$ cat src/rtl/rgb_led_ctrl_if.sv
// rtl/rgb_led_ctrl_if.sv - register write port and LED/frame outputs of rgb_led_ctrl
interface rgb_led_ctrl_if;
    logic       i_wr;
    logic [1:0] i_addr;
    logic [7:0] i_data;
    logic       o_ready;
    logic       o_led_r;
    logic       o_led_g;
    logic       o_led_b;
    logic       o_frame;

    modport master (
        output i_wr, i_addr, i_data,
        input  o_ready, o_led_r, o_led_g, o_led_b, o_frame
    );

    modport slave (
        input  i_wr, i_addr, i_data,
        output o_ready, o_led_r, o_led_g, o_led_b, o_frame
    );
endinterface

$ cat src/rtl/rgb_led_ctrl.sv
// rtl/rgb_led_ctrl.sv - 3-channel 8-bit PWM LED driver with static, blink and breathe sequencing
module rgb_led_ctrl #(
    parameter int unsigned PRESCALE     = 187,
    parameter int unsigned BLINK_FRAMES = 64
) (
    input logic         i_clk,
    input logic         i_rst_n,
    rgb_led_ctrl_if.slave bus
);

    typedef enum logic [2:0] {
        S_STATIC,
        S_BLINK_ON,
        S_BLINK_OFF,
        S_RAMP_UP,
        S_RAMP_DOWN
    } state_t;

    localparam logic [15:0] PRESC_LAST   = 16'(PRESCALE - 1);
    localparam logic [7:0]  BLINK_LAST   = 8'(BLINK_FRAMES - 1);
    localparam logic [1:0]  MODE_BLINK   = 2'd1;
    localparam logic [1:0]  MODE_BREATHE = 2'd2;

    logic [15:0] presc;
    logic [7:0]  pwm_cnt;
    logic        tick;
    logic        boundary;
    logic        wr_accept;

    logic [7:0]  shadow_duty [3];
    logic [7:0]  active_duty [3];
    logic [1:0]  shadow_mode;
    logic [1:0]  active_mode;

    state_t      state, state_nxt;
    logic [7:0]  env, env_nxt;
    logic [7:0]  frame_cnt, frame_cnt_nxt;
    logic [7:0]  eff [3];

    assign tick      = (presc == PRESC_LAST);
    assign boundary  = tick && (pwm_cnt == 8'hff);
    assign bus.o_ready = !boundary || !i_rst_n;
    assign wr_accept = bus.i_wr && !boundary;

    always_ff @(posedge i_clk) begin
        if (!i_rst_n) begin
            presc   <= '0;
            pwm_cnt <= '0;
        end else begin
            presc <= tick ? 16'd0 : presc + 16'd1;
            if (tick) begin
                pwm_cnt <= pwm_cnt + 8'd1;
            end
        end
    end

    // Writes land in shadow copies; the LED side only sees them at a frame boundary.
    always_ff @(posedge i_clk) begin
        if (!i_rst_n) begin
            for (int c = 0; c < 3; c++) begin
                shadow_duty[c] <= '0;
                active_duty[c] <= '0;
            end
            shadow_mode <= '0;
            active_mode <= '0;
        end else begin
            if (wr_accept) begin
                for (int c = 0; c < 3; c++) begin
                    if (bus.i_addr == 2'(c)) begin
                        shadow_duty[c] <= bus.i_data;
                    end
                end
                if (bus.i_addr == 2'd3) begin
                    shadow_mode <= (bus.i_data[1:0] == 2'd3) ? 2'd0 : bus.i_data[1:0];
                end
            end
            if (boundary) begin
                for (int c = 0; c < 3; c++) begin
                    active_duty[c] <= shadow_duty[c];
                end
                active_mode <= shadow_mode;
            end
        end
    end

    always_ff @(posedge i_clk) begin
        if (!i_rst_n) begin
            state     <= S_STATIC;
            env       <= '0;
            frame_cnt <= '0;
        end else begin
            state     <= state_nxt;
            env       <= env_nxt;
            frame_cnt <= frame_cnt_nxt;
        end
    end

    always_comb begin
        state_nxt     = state;
        env_nxt       = env;
        frame_cnt_nxt = frame_cnt;
        if (boundary) begin
            if (shadow_mode != active_mode) begin
                frame_cnt_nxt = '0;
                env_nxt       = '0;
                case (shadow_mode)
                    MODE_BLINK:   state_nxt = S_BLINK_ON;
                    MODE_BREATHE: state_nxt = S_RAMP_UP;
                    default:      state_nxt = S_STATIC;
                endcase
            end else begin
                case (state)
                    S_BLINK_ON, S_BLINK_OFF: begin
                        if (frame_cnt == BLINK_LAST) begin
                            frame_cnt_nxt = '0;
                            state_nxt     = (state == S_BLINK_ON) ? S_BLINK_OFF : S_BLINK_ON;
                        end else begin
                            frame_cnt_nxt = frame_cnt + 8'd1;
                        end
                    end
                    // Turn around on the frame that reaches the extreme, so env never wraps.
                    S_RAMP_UP: begin
                        env_nxt = env + 8'd1;
                        if (env == 8'd254) begin
                            state_nxt = S_RAMP_DOWN;
                        end
                    end
                    S_RAMP_DOWN: begin
                        env_nxt = env - 8'd1;
                        if (env == 8'd1) begin
                            state_nxt = S_RAMP_UP;
                        end
                    end
                    default: ;
                endcase
            end
        end
    end

    always_comb begin
        for (int c = 0; c < 3; c++) begin
            eff[c] = active_duty[c];
            case (state)
                S_BLINK_OFF:            eff[c] = '0;
                S_RAMP_UP, S_RAMP_DOWN: eff[c] = 8'((16'(active_duty[c]) * 16'(env)) >> 8);
                default:                eff[c] = active_duty[c];
            endcase
        end
    end

    always_ff @(posedge i_clk) begin
        if (!i_rst_n) begin
            bus.o_led_r <= 1'b0;
            bus.o_led_g <= 1'b0;
            bus.o_led_b <= 1'b0;
            bus.o_frame <= 1'b0;
        end else begin
            bus.o_led_r <= eff[0] > pwm_cnt;
            bus.o_led_g <= eff[1] > pwm_cnt;
            bus.o_led_b <= eff[2] > pwm_cnt;
            bus.o_frame <= boundary;
        end
    end

endmodule
$ cat src/flat_wrapper.sv
// flat-port wrapper written by rule: the top's interface ports become plain ports
module rgb_led_ctrl_flat 
#(
    parameter int unsigned PRESCALE     = 187,
    parameter int unsigned BLINK_FRAMES = 64
)
  (i_clk, i_rst_n, bus_i_wr, bus_i_addr, bus_i_data, bus_o_ready, bus_o_led_r, bus_o_led_g, bus_o_led_b, bus_o_frame);
  rgb_led_ctrl_if bus_i ();
  input logic i_clk;
  input logic i_rst_n;
  input wire logic [$bits(bus_i.i_wr)-1:0] bus_i_wr;
  input wire logic [$bits(bus_i.i_addr)-1:0] bus_i_addr;
  input wire logic [$bits(bus_i.i_data)-1:0] bus_i_data;
  output wire logic [$bits(bus_i.o_ready)-1:0] bus_o_ready;
  output wire logic [$bits(bus_i.o_led_r)-1:0] bus_o_led_r;
  output wire logic [$bits(bus_i.o_led_g)-1:0] bus_o_led_g;
  output wire logic [$bits(bus_i.o_led_b)-1:0] bus_o_led_b;
  output wire logic [$bits(bus_i.o_frame)-1:0] bus_o_frame;
  assign bus_i.i_wr = bus_i_wr;
  assign bus_i.i_addr = bus_i_addr;
  assign bus_i.i_data = bus_i_data;
  assign bus_o_ready = bus_i.o_ready;
  assign bus_o_led_r = bus_i.o_led_r;
  assign bus_o_led_g = bus_i.o_led_g;
  assign bus_o_led_b = bus_i.o_led_b;
  assign bus_o_frame = bus_i.o_frame;
  rgb_led_ctrl #(.PRESCALE(PRESCALE), .BLINK_FRAMES(BLINK_FRAMES)) u_core (.i_clk(i_clk), .i_rst_n(i_rst_n), .bus(bus_i));
endmodule
$ cat config.mk
export PLATFORM = sky130hd
export DESIGN_NAME = rgb_led_ctrl_flat
export DESIGN_NICKNAME = d
export VERILOG_FILES = /design/src/rtl/rgb_led_ctrl_if.sv /design/src/rtl/rgb_led_ctrl.sv /design/src/flat_wrapper.sv
export SDC_FILE = /design/constraint.sdc
export NUM_CORES = 1
export LEC_CHECK = 0
export CORE_MARGIN = 2
export CORE_UTILIZATION = 65
export DETAILED_ROUTE_END_ITERATION = 16
export GPL_TIMING_DRIVEN = 1
export HOLD_SLACK_MARGIN = 0.12
export PLACE_DENSITY = 0.93
export SYNTH_ARGS = -nofsm -noshare
export SYNTH_HDL_FRONTEND = slang
export SYNTH_SLANG_ARGS = --single-unit
$ cat constraint.sdc
create_clock -name i_clk -period 6.8 [get_ports i_clk]
set_clock_uncertainty 0.2 [all_clocks]
set_input_delay 1.02 -clock i_clk [delete_from_list [all_inputs] [get_ports i_clk]]
set_output_delay 1.02 -clock i_clk [all_outputs]
set_load 0.02 [all_outputs]
==> run summary, run 1 <==
* **total instance count after detailed placement** 1389
* **post-route non-filler standard cell count** 1405
* **Port Buffer Count** 17
* **setup TNS after final layout** 0 ns
* **DRT iter0 DRCs** 803
* **total congestion overflow after global routing** 0
* **crit path capture type** flop
* **number of fill cells** 1151
* **Via density** 6.080
* **DP Worst Slack** 0.5704 ns
* **cell row count** 47
* **Die Ht** 133.3 um
* **net count after synthesis** 1435
* **Setup Viol. Count Final** 0
* **maximum fanout along the worst path** 33
* **post_cts resized** 0
* **Final Worst Setup Slack** 0.4787 ns
* **via count** 8542
* **post-synthesis to final-layout area growth** 5.972%
* **Hold Worst Slack** 0.2849 ns
* **Mapped Cells** 1185
* **classification of the worst-slack hold path** reg -> reg
* **wire length per cell** 17.42 um
* **slowest stage delay, CP** 1.00 ns
* **most used flip-flop cell after synthesis** dfxtp_1
* **root buffer cell** clkbuf_16
* **cells along the critical path** nand2_1 > fa_1 > fa_1 > inv_1 > fa_1 > inv_1 > fa_1 > inv_1 > ha_1 > a21o_1 > a21oi_1 > o21ai_0 > xnor2_1 > o21ai_0 > ha_1 > nor2b_1 > o21ai_0 > nand2b_1 > a21oi_1 > o21ai_0 > o211a_1
* **number of maximum-capacitance constraint violations** 0
* **antenna diode count** 0
* **relative slew slack** 22.07%
* **Hold-fix buffers, CTS** 0
* **routed wire length** 24480 um
* **overall power after layout** 1214 uW
* **Initial Util** 66.03%
* **HPWL Detailed** 18460 um
* **total global-route track usage** 29.01%
* **Placeable Area** 16470 um2
* **number of antenna-violating nets in the routed design** 0
* **outcome** complete, no violations
* **warnings from Yosys** 0
* **required time of the critical path** 6.83 ns
* **clock input transition at the sequential cells of the worst setup and hold paths** 0.07 ns
* **summed instance area of the synthesized netlist** 10870 um2
* **hold violation count in the final report** 0
* **syn_area_per_cell** 9.175 um2
* **initial antenna violation count** 0
* **portion of the clock cycle consumed by the worst path in the final layout** 92.96%
* **count of unresolved DRC violations after routing** 0
* **first-pass GRT wire length** 42030 um
* **Slew @ Worst Pin** 1.157 ns
* **Power Dens Cells** 105.4 nW/um2
* **I/O Pins** 18
* **sort of element at the start of the critical path** flop
* **Achievable Freq** 158.2 MHz
* **cell class contributing the biggest share of worst-path delay** adder cells
* **floorplan die area** 17780 um2
* **buffer depth of the longest clock path** 2
* **static power due to leakage** 0.005560 uW
* **Skew-Pair Late Insertion Delay** 0.34 ns
* **Sink Count** 99
* **layout cell share with drive strength beyond 1** 3.291%
* **Arr. time, crit path** 6.35 ns
* **critical path's slowest cell** dfxtp_1
* **Final Max Slew Viols** 0
* **Seq/Total Area, Yosys** 22.65%
* **number of register bits inferred by synthesis** 99
* **clock period minus worst slack** 6.321 ns
* **largest net degree at the start of global routing** 46
* **H-tree depth** 3
* **RSZ-0062 raised after global routing** false
* **# Post-CTS Setup Buffers** 0
* **Post-layout nets** 1430
* **sequential cell area** 2462 um2
* **library cells used by synthesis** 65
* **Die Width** 133.3 um
* **multi-input logic area** 7639 um2
* **buffers plus inverters on the worst setup path** 3
* **first drt pass iteration count** 5
* **global placer's final weighted congestion** 0.8908
* **critical path start-end classification** reg -> reg
* **clock buffers created by TritonCTS** 9
* **async set-or-reset flop fraction in the synthesized netlist** 0%
* **clock tree from TritonCTS** built
* **number of global-route vias before repair** 9014
* **Max rail drop VDD** 190.4 uV
* **number of synthesized flops with an enable pin** 48
[synth_stat cells, types with 5 or more instances]
cell type    n  area, um2
a21o_1      17      127.6
a21oi_1     41      205.2
a31oi_1      5      31.28
a41oi_1      5      43.79
and2_1     165       1032
and3_1      32      200.2
clkbuf_1    38      142.6
dfxtp_1     51       1021
edfxtp_1    48       1441
fa_1       105       2102
ha_1       132       1652
inv_1      158      593.1
nand2_1     82      307.8
nand2b_1     8      50.05
nand3_1     22      110.1
nand4_1     18      112.6
nand4b_1     6      52.55
nor2_1      52      195.2
nor2b_1      7      43.79
nor3_1      12      60.06
o211ai_1     7      52.55
o21ai_0     46      230.2
or3_1        9      56.30
xnor2_1     32      280.3
xor2_1      15      131.4
[cells in the final DEF (no fill, tap or decap), types with 5 or more instances in the layout]
| cell | n |
|---|---|
| o21ai_0 | 46 |
| a41oi_1 | 5 |
| clkdlybuf4s50_1 | 17 |
| nand3_1 | 22 |
| a21o_1 | 17 |
| nor2_1 | 52 |
| nand2b_1 | 8 |
| o211ai_1 | 7 |
| inv_1 | 158 |
| nor2b_1 | 7 |
| nand4_1 | 18 |
| a31oi_1 | 5 |
| clkbuf_16 | 9 |
| nand2_1 | 82 |
| and2_1 | 165 |
| buf_4 | 11 |
| edfxtp_1 | 48 |
| xor2_1 | 15 |
| nor3_1 | 12 |
| or3_1 | 9 |
| fa_1 | 105 |
| dfxtp_1 | 51 |
| ha_1 | 132 |
| a21oi_1 | 41 |
| xnor2_1 | 32 |
| nand4b_1 | 6 |
| and3_1 | 32 |
[state kept, by name, indices dropped and copies added (netlist names)]
| signal | cells |
|---|---|
| u_core.pwm_cnt | 8 |
| u_core.shadow_mode | 2 |
| u_core.bus.o_led_g | 1 |
| u_core.shadow_duty | 24 |
| u_core.state | 3 |
| u_core.bus.o_led_b | 1 |
| u_core.bus.o_frame | 1 |
| u_core.active_mode | 2 |
| u_core.presc | 16 |
| u_core.active_duty | 24 |
| u_core.env | 8 |
| u_core.bus.o_led_r | 1 |
| u_core.frame_cnt | 8 |
[report_power, final]
part / leakage, uW / switching (uW) / internal [uW]
combinational: 0.00450 / 35.2 / 23.2
clock: 0.000147 / 236 / 259
sequential: 0.000917 / 20.2 / 641
total: 0.00556 / 291 / 923
[routing by layer]
metal | track usage, % | wire length, um
met1 | 36.71 | 9640
met2 | 50.66 | 12260
met3 | 3.729 | 1730
met4 | 11.58 | 853
met5 | 0 | 0
[layout make-up]
| class | instances | area share [%] |
|---|---|---|
| Timing Repair Buffer | 28 | 2.194 |
| Sequential cell | 99 | 21.37 |
| Inverter | 159 | 5.180 |
| Clock inverter | 7 | 0.6190 |
| Multi-Input combinational cell | 883 | 66.29 |
| Clock buffer | 9 | 1.955 |
| Tap cell | 220 | 2.389 |
[worst paths after layout]
path                                       from            endpoint  slack, ns  cells past startpoint
worst min register to register  u_core.presc[0]     u_core.presc[0]       0.28                      1
worst min-delay path            u_core.presc[0]     u_core.presc[0]       0.28                      1
worst max-delay path              u_core.env[2]  u_core.bus.o_led_r       0.48                     21
worst max register to register    u_core.env[2]  u_core.bus.o_led_r       0.48                     21
[per-stage QoR]
step / util, % / instance area, um2
detailed placement: 68.18 / 11230
global route: 69.98 / 11520
global placement: 68.18 / 11230
finish: 69.98 / 11520
CTS: 69.98 / 11520
floorplan: - / 10870
[kinds of logic (layout without fill, tap and decap cells)]
kind of cell,Yosys count,after routing,synth area share (%)
compound gates,159,159,9.275
xor+xnor,47,47,3.786
buf+inv,203,203,7.100
fa+ha+maj,237,237,34.52
simple gates,436,436,22.30
mux,4,4,0.3683
flops,99,99,22.65
(Power assumes the default switching activity.)
==> run 2: changes to the inputs <==
Settings changed: GPL_TIMING_DRIVEN 1 to 0.
==> run 2 against run 1 <==
Non-clock buffer count increased by 30; first-iteration DRC count increased by 6.8%; clock power up 4.7%; combinational power increased by 3%; critical path depth is 2 higher; power rose by 2.2%; core utilization grew 0.59 points; global-route usage is 1.0 points higher; die area stayed put; wire length rose by 5.7%; flip-flop and latch count unchanged; cell count up 2.1%; critical endpoint unchanged.
==> run summary, run 2 (same netlist as run 1, synthesis figures left out) <==
* **outcome** complete, no violations, unchanged
* **post-route non-filler standard cell count** 1435, was 1405
* **Post-layout nets** 1460, was 1430
* **worst reg-to-reg setup slack** 0.26 ns, was 0.48 ns
* **Final Max Slew Viols** 0, unchanged
* **H-tree depth** 3, unchanged
* **root buffer cell** clkbuf_16, unchanged
* **cell depth of the worst hold path** 1, unchanged
* **count of unresolved DRC violations after routing** 0, unchanged
* **Via density** 6.044, was 6.080
* **total instance count after detailed placement** 1421, was 1389
* **cell row count** 47, unchanged
* **Max rail drop VDD** 241.0 uV, was 190.4 uV
* **registers with the highest flip-flop counts** u_core.active_duty (24), u_core.shadow_duty (24), u_core.presc (16), unchanged
* **relative slew slack** 22.60%, was 22.07%
* **Setup Viol. Count Final** 0, unchanged
* **Sink Count** 99, unchanged
* **critical path's slowest cell** fa_1, was dfxtp_1
* **Die Ht** 133.3 um, unchanged
* **destination of the worst register-to-register timing path** u_core.bus.o_led_r, unchanged
* **Final Worst Setup Slack** 0.2648 ns, was 0.4787 ns
* **Arr. time, crit path** 6.57 ns, was 6.35 ns
* **total global-route track usage** 30.06%, was 29.01%
* **cell area after placement** 11310 um2, was 11230 um2
* **via count** 8673, was 8542
* **initial antenna violation count** 0, unchanged
* **hold violation count in the final report** 0, unchanged
* **crit path capture type** flop, unchanged
* **DP Worst Slack** 0.02032 ns, was 0.5704 ns
* **number of antenna-violating nets in the routed design** 0, unchanged
* **post-synthesis to final-layout area growth** 6.870%, was 5.972%
* **first-pass GRT wire length** 42830 um, was 42030 um
* **static power due to leakage** 0.005604 uW, was 0.005560 uW
* **sort of element at the start of the critical path** flop, unchanged
* **most common library cell in the layout ignoring fill and taps** and2_1, unchanged
* **portion of the clock cycle consumed by the worst path in the final layout** 96.11%, was 92.96%
* **buffer depth of the longest clock path** 2, unchanged
* **overall power after layout** 1240 uW, was 1214 uW
* **final cell area excluding filler cells** 11620 um2, was 11520 um2
* **HP Start** u_core.presc[0], unchanged
* **clock tree from TritonCTS** built, unchanged
* **routed wire length** 25880 um, was 24480 um
* **# Post-CTS Setup Buffers** 0, unchanged
* **number of maximum-capacitance constraint violations** 0, unchanged
* **wire length per cell** 18.03 um, was 17.42 um
* **antenna diode count** 0, unchanged
* **dominant cell type by count on the critical path** fa_1
* **clock input transition at the sequential cells of the worst setup and hold paths** 0.07 ns, about the same
* **Initial Util** 66.03%, unchanged
* **global placer's final weighted congestion** 1.037, was 0.8908
* **Power Dens Cells** 106.7 nW/um2, was 105.4 nW/um2
* **largest net degree at the start of global routing** 25, was 46
* **Placeable Area** 16470 um2, unchanged
* **cells along the critical path** clkbuf_2 > clkbuf_2 > nand2_1 > fa_1 > fa_1 > inv_1 > fa_1 > inv_1 > fa_1 > inv_1 > ha_1 > a21o_1 > a21oi_1 > o21ai_0 > a211oi_1 > xor2_1 > o21ai_0 > ha_1 > a21o_1 > a21o_1 > a21oi_1 > o21ai_0 > o211a_1, was nand2_1 > fa_1 > fa_1 > inv_1 > fa_1 > inv_1 > fa_1 > inv_1 > ha_1 > a21o_1 > a21oi_1 > o21ai_0 > xnor2_1 > o21ai_0 > ha_1 > nor2b_1 > o21ai_0 > nand2b_1 > a21oi_1 > o21ai_0 > o211a_1
* **clock period minus worst slack** 6.535 ns, was 6.321 ns
* **required time of the critical path** 6.83 ns, about the same
* **total congestion overflow after global routing** 0, unchanged
* **maximum fanout along the worst path** 10, was 33
* **floorplan die area** 17780 um2, unchanged
* **RSZ-0062 raised after global routing** false, unchanged
* **DRT iter0 DRCs** 858, was 803
* **Achievable Freq** 153.0 MHz, was 158.2 MHz
* **Port Buffer Count** 16, was 17
* **Skew-Pair Late Insertion Delay** 0.35 ns, was 0.34 ns
* **first drt pass iteration count** 7, was 5
* **Hold-fix buffers, CTS** 0, unchanged
* **cell class contributing the biggest share of worst-path delay** adder cells, unchanged
* **number of global-route vias before repair** 9013, was 9014
* **classification of the worst-slack hold path** reg -> reg, unchanged
* **launch point of the worst reg-to-reg path** u_core.env[2], unchanged
* **Slew @ Worst Pin** 1.151 ns, was 1.157 ns
* **setup TNS after final layout** 0 ns, unchanged
* **worst hold endpoint** u_core.presc[0], unchanged
* **layout cell share with drive strength beyond 1** 3.539%, was 3.291%
* **I/O Pins** 18, unchanged
* **buffers plus inverters on the worst setup path** 5, was 3
* **critical path start-end classification** reg -> reg, unchanged
* **clock buffers created by TritonCTS** 9, unchanged
* **HPWL Detailed** 20210 um, was 18460 um
* **most frequent cells in the layout** and2_1 (165), inv_1 (158), ha_1 (132), unchanged
* **Die Width** 133.3 um, unchanged
* **slowest stage delay, CP** 0.53 ns, was 1.00 ns
* **depth of the worst register-to-register path** 23, was 21
==> run 2: per-layer routing <==
| metal | global-route usage [%] | vias up | wire, um |
|---|---|---|---|
| li1 | - | 3982 | - |
| met1 | 37.82 | 4147 | 9903 |
| met2 | 51.58 | 430 | 12590 |
| met3 | 4.186 | 114 | 2264 |
| met4 | 13.95 | 0 | 1122 |
| met5 | 0 | - | 0 |
==> run 2: report_power, final <==
group          switching (uW)  total [uW]  internal, uW
Sequential               21.2         663           641
Combinational            36.7        60.2          23.4
Clock                     227         517           291
Total                     285        1240           956
==> run 2: cell type report <==
cell class                 count  area (um2)
clock inverter                 7       82.58
sequential                    99        2464
multi-input combinational    883        7639
clock buffer                   9       225.2
inverter                     159       596.8
buffer                        42       177.7
tap                          220       275.3
fill                        1134        4846
timing repair buffer          16       160.2
==> run 2: through the flow <==
step | utilization (%) | hold slack [ns]
2_1_floorplan | - | 0.2376
3_5_place_dp | 68.68 | 0.2681
4_1_cts | 70.55 | 0.2789
3_3_place_gp | 68.68 | 0.2530
6_report | 70.57 | 0.2812
5_1_grt | 70.57 | 0.3048
==> run 2: how the worst max path moves through the flow <==
| stage | slack (ns) | to | depth (start not counted) | from |
|---|---|---|---|---|
| global placement | 0.26 | u_core.bus.o_led_r | 23 | u_core.env[7] |
| global route | 0.09 | u_core.bus.o_led_r | 23 | u_core.env[6] |
| detailed placement | 0.02 | u_core.bus.o_led_r | 23 | u_core.env[7] |
| floorplan | 1.12 | u_core.bus.o_led_r | 23 | u_core.env[7] |
| CTS | 0.05 | u_core.bus.o_led_r | 23 | u_core.env[6] |
| finish | 0.26 | u_core.bus.o_led_r | 23 | u_core.env[2] |
==> run 2: timing repair <==
action | CTS | global route
setup endpoints to repair | 1 | 2
hold endpoints to repair | 0 | 0
resized for setup | 1 | 15
gates cloned | 0 | 0
==> run 2: worst reg2reg max path, delay by kind of cell (launching register included) <==
kind,cells,cell delay (ns)
AO/OA/AOI/OAI,10,2.02
AND/OR/NAND/NOR,1,0.12
flip-flops,1,0.43
buffers and inverters,5,0.80
adder cells (fa/ha/maj),6,2.63
XOR/XNOR,1,0.21
==> run 3: changes to the inputs <==
Settings changed: CORE_UTILIZATION 65 to 49, PLACE_DENSITY 0.93 to 0.76.
==> run 3 against run 2 <==
Critical endpoint unchanged; critical path depth down 1; combinational power decreased by 3.7%; die area is 32% higher; core utilization is 17 points lower; non-clock buffer count is the same; sequential power barely moved; sequential share of layout area shrank 0.12 points; power down 0.79%; hold slack lost 0.0048 ns; flip-flop and latch count did not move; count of clock-buffer cells in the layout unchanged; first-iteration DRC count decreased by 36%.
==> run summary, run 3 (same netlist as run 1, synthesis figures left out) <==
* **Power Dens Cells** 105.3 nW/um2, was 106.7 nW/um2
* **most common library cell in the layout ignoring fill and taps** and2_1, unchanged
* **relative slew slack** 19.78%, was 22.60%
* **floorplan die area** 23400 um2, was 17780 um2
* **number of antenna-violating nets in the routed design** 0, unchanged
* **Post-layout nets** 1460, unchanged
* **launch point of the worst reg-to-reg path** u_core.env[5], was u_core.env[2]
* **first-pass GRT wire length** 41870 um, was 42830 um
* **required time of the critical path** 6.83 ns, about the same
* **global placer's final weighted congestion** 0.9543, was 1.037
* **Skew-Pair Late Insertion Delay** 0.34 ns, was 0.35 ns
* **Setup Viol. Count Final** 0, unchanged
* **Die Ht** 153.0 um, was 133.3 um
* **setup TNS after final layout** 0 ns, unchanged
* **number of maximum-capacitance constraint violations** 0, unchanged
* **total congestion overflow after global routing** 0, unchanged
* **Hold-fix buffers, CTS** 0, unchanged
* **dominant cell type by count on the critical path** fa_1, unchanged
* **largest net degree at the start of global routing** 25, unchanged
* **Via density** 5.613, was 6.044
* **maximum fanout along the worst path** 10, unchanged
* **Arr. time, crit path** 6.35 ns, was 6.57 ns
* **I/O Pins** 18, unchanged
* **Initial Util** 49.82%, was 66.03%
* **classification of the worst-slack hold path** reg -> reg, unchanged
* **via count** 8392, was 8673
* **portion of the clock cycle consumed by the worst path in the final layout** 93.01%, was 96.11%
* **number of fill cells** 1939, was 1134
* **count of unresolved DRC violations after routing** 0, unchanged
* **Placeable Area** 21820 um2, was 16470 um2
* **Critical Path Sink** u_core.bus.o_led_r, unchanged
* **depth of the worst register-to-register path** 22, was 23
* **Port Buffer Count** 16, unchanged
* **DRT iter0 DRCs** 548, was 858
* **cells along the critical path** clkbuf_2 > nand2_1 > fa_1 > fa_1 > inv_1 > fa_1 > inv_1 > fa_1 > inv_1 > ha_1 > a21o_1 > a21oi_1 > o21ai_1 > a211oi_1 > xor2_1 > o21ai_0 > ha_1 > a21o_1 > a21o_1 > a21oi_1 > o21ai_0 > o211a_1, was clkbuf_2 > clkbuf_2 > nand2_1 > fa_1 > fa_1 > inv_1 > fa_1 > inv_1 > fa_1 > inv_1 > ha_1 > a21o_1 > a21oi_1 > o21ai_0 > a211oi_1 > xor2_1 > o21ai_0 > ha_1 > a21o_1 > a21o_1 > a21oi_1 > o21ai_0 > o211a_1
* **most frequent cells in the layout** and2_1 (165), inv_1 (158), ha_1 (132), unchanged
* **number of global-route vias before repair** 8555, was 9013
* **hold violation count in the final report** 0, unchanged
* **H-tree depth** 3, unchanged
* **outcome** complete, no violations, unchanged
* **Die Width** 153.0 um, was 133.3 um
* **post-synthesis to final-layout area growth** 7.480%, was 6.870%
* **cell row count** 54, was 47
* **registers with the highest flip-flop counts** u_core.active_duty (24), u_core.shadow_duty (24), u_core.presc (16), unchanged
* **Post-Route Utilization** 53.55%, was 70.57%
* **clock buffers created by TritonCTS** 9, unchanged
* **sort of element at the start of the critical path** flop, unchanged
* **antenna diode count** 0, unchanged
* **# Post-CTS Setup Buffers** 0, unchanged
* **wire length per cell** 16.28 um, was 18.03 um
* **clock tree from TritonCTS** built, unchanged
* **startpoint of the worst setup timing path** u_core.env[5], was u_core.env[2]
* **critical path's slowest cell** dfxtp_1, was fa_1
* **layout cell share with drive strength beyond 1** 3.539%, unchanged
* **buffer depth of the longest clock path** 2, unchanged
* **slowest stage delay, CP** 0.61 ns, was 0.53 ns
* **crit path capture type** flop, unchanged
* **post_cts resized** 1, unchanged
* **root buffer cell** clkbuf_16, unchanged
* **static power due to leakage** 0.005596 uW, was 0.005604 uW
* **initial antenna violation count** 0, unchanged
* **worst reg-to-reg setup slack** 0.48 ns, was 0.26 ns
* **RSZ-0062 raised after global routing** false, unchanged
* **Sink Count** 99, unchanged
* **critical path start-end classification** reg -> reg, unchanged
* **clock period minus worst slack** 6.324 ns, was 6.535 ns
* **destination of the worst register-to-register timing path** u_core.bus.o_led_r, unchanged
* **Final Max Slew Viols** 0, unchanged
* **routed wire length** 24340 um, was 25880 um
* **HPWL Detailed** 19550 um, was 20210 um
* **cell depth of the worst hold path** 1, unchanged
* **clock input transition at the sequential cells of the worst setup and hold paths** 0.07 ns, about the same
* **first drt pass iteration count** 5, was 7
* **Achievable Freq** 158.1 MHz, was 153.0 MHz
* **total global-route track usage** 21.75%, was 30.06%
* **Max rail drop VDD** 194.0 uV, was 241.0 uV
* **Slew @ Worst Pin** 1.193 ns, was 1.151 ns
run 3: cell count changes in the layout (fill, tap and decap cells not counted), sizes merged:
cell      before  now
clkinv         4    2
clkinvlp       0    2
run 3: cell type report:
cell class	instances	area (um2)	share of cell area [%]
repair buffers	16	160.2	1.370
clock inverters	7	73.82	0.6317
clock buffers	9	225.2	1.927
multi-input cells	883	7639	65.36
inverters	159	596.8	5.107
well taps	280	350.3	2.998
plain buffers	42	177.7	1.520
flip-flops and latches	99	2464	21.08
run 3: report_power, final:
| group | total [uW] | internal, uW | switching (uW) |
|---|---|---|---|
| sequential | 662 | 641 | 20.6 |
| combinational | 58.0 | 22.9 | 35.1 |
| clock | 510 | 287 | 223 |
run 3: worst max-delay path: cells and delay by family, from the launching register on:
kind | cells | cell delay, ns
fa+ha+maj | 6 | 2.73
compound gates | 10 | 1.87
flops | 1 | 0.61
buf+inv | 4 | 0.50
xor+xnor | 1 | 0.19
simple gates | 1 | 0.10
run 3: stage by stage:
step | power [uW] | worst slack (ns) | cell area (um2) | cells | hold slack, ns
floorplan | 699.6 | 1.122 | 10870 | 1185 | 0.2376
global placement | 730.4 | 0.08972 | 11380 | 1481 | 0.2522
detailed placement | 732.9 | -0.07054 | 11380 | 1481 | 0.2708
CTS | 1238 | 0.01963 | 11680 | 1497 | 0.2862
global route | 1273 | 0.04693 | 11690 | 1495 | 0.3131
finish | 1230 | 0.4756 | 11690 | 1495 | 0.2764
run 3: layer usage:
layer  vias up  GRT usage [%]  wire length, um
met3        40          2.353             1366
met2       251          37.35            11730
met5         -              0                0
met1      4099          29.35            10730
li1       4002              -                -
met4         0          5.996              512
run 3: how the worst min path moves through the flow:
stage                        startpoint  slack [ns]                   to
finish                  u_core.presc[0]        0.28      u_core.presc[0]
global route        u_core.frame_cnt[1]        0.31  u_core.frame_cnt[1]
CTS                 u_core.frame_cnt[1]        0.29  u_core.frame_cnt[1]
detailed placement      u_core.presc[0]        0.27      u_core.presc[0]
global placement        u_core.presc[0]        0.25      u_core.presc[0]
floorplan               u_core.presc[0]        0.24      u_core.presc[0]
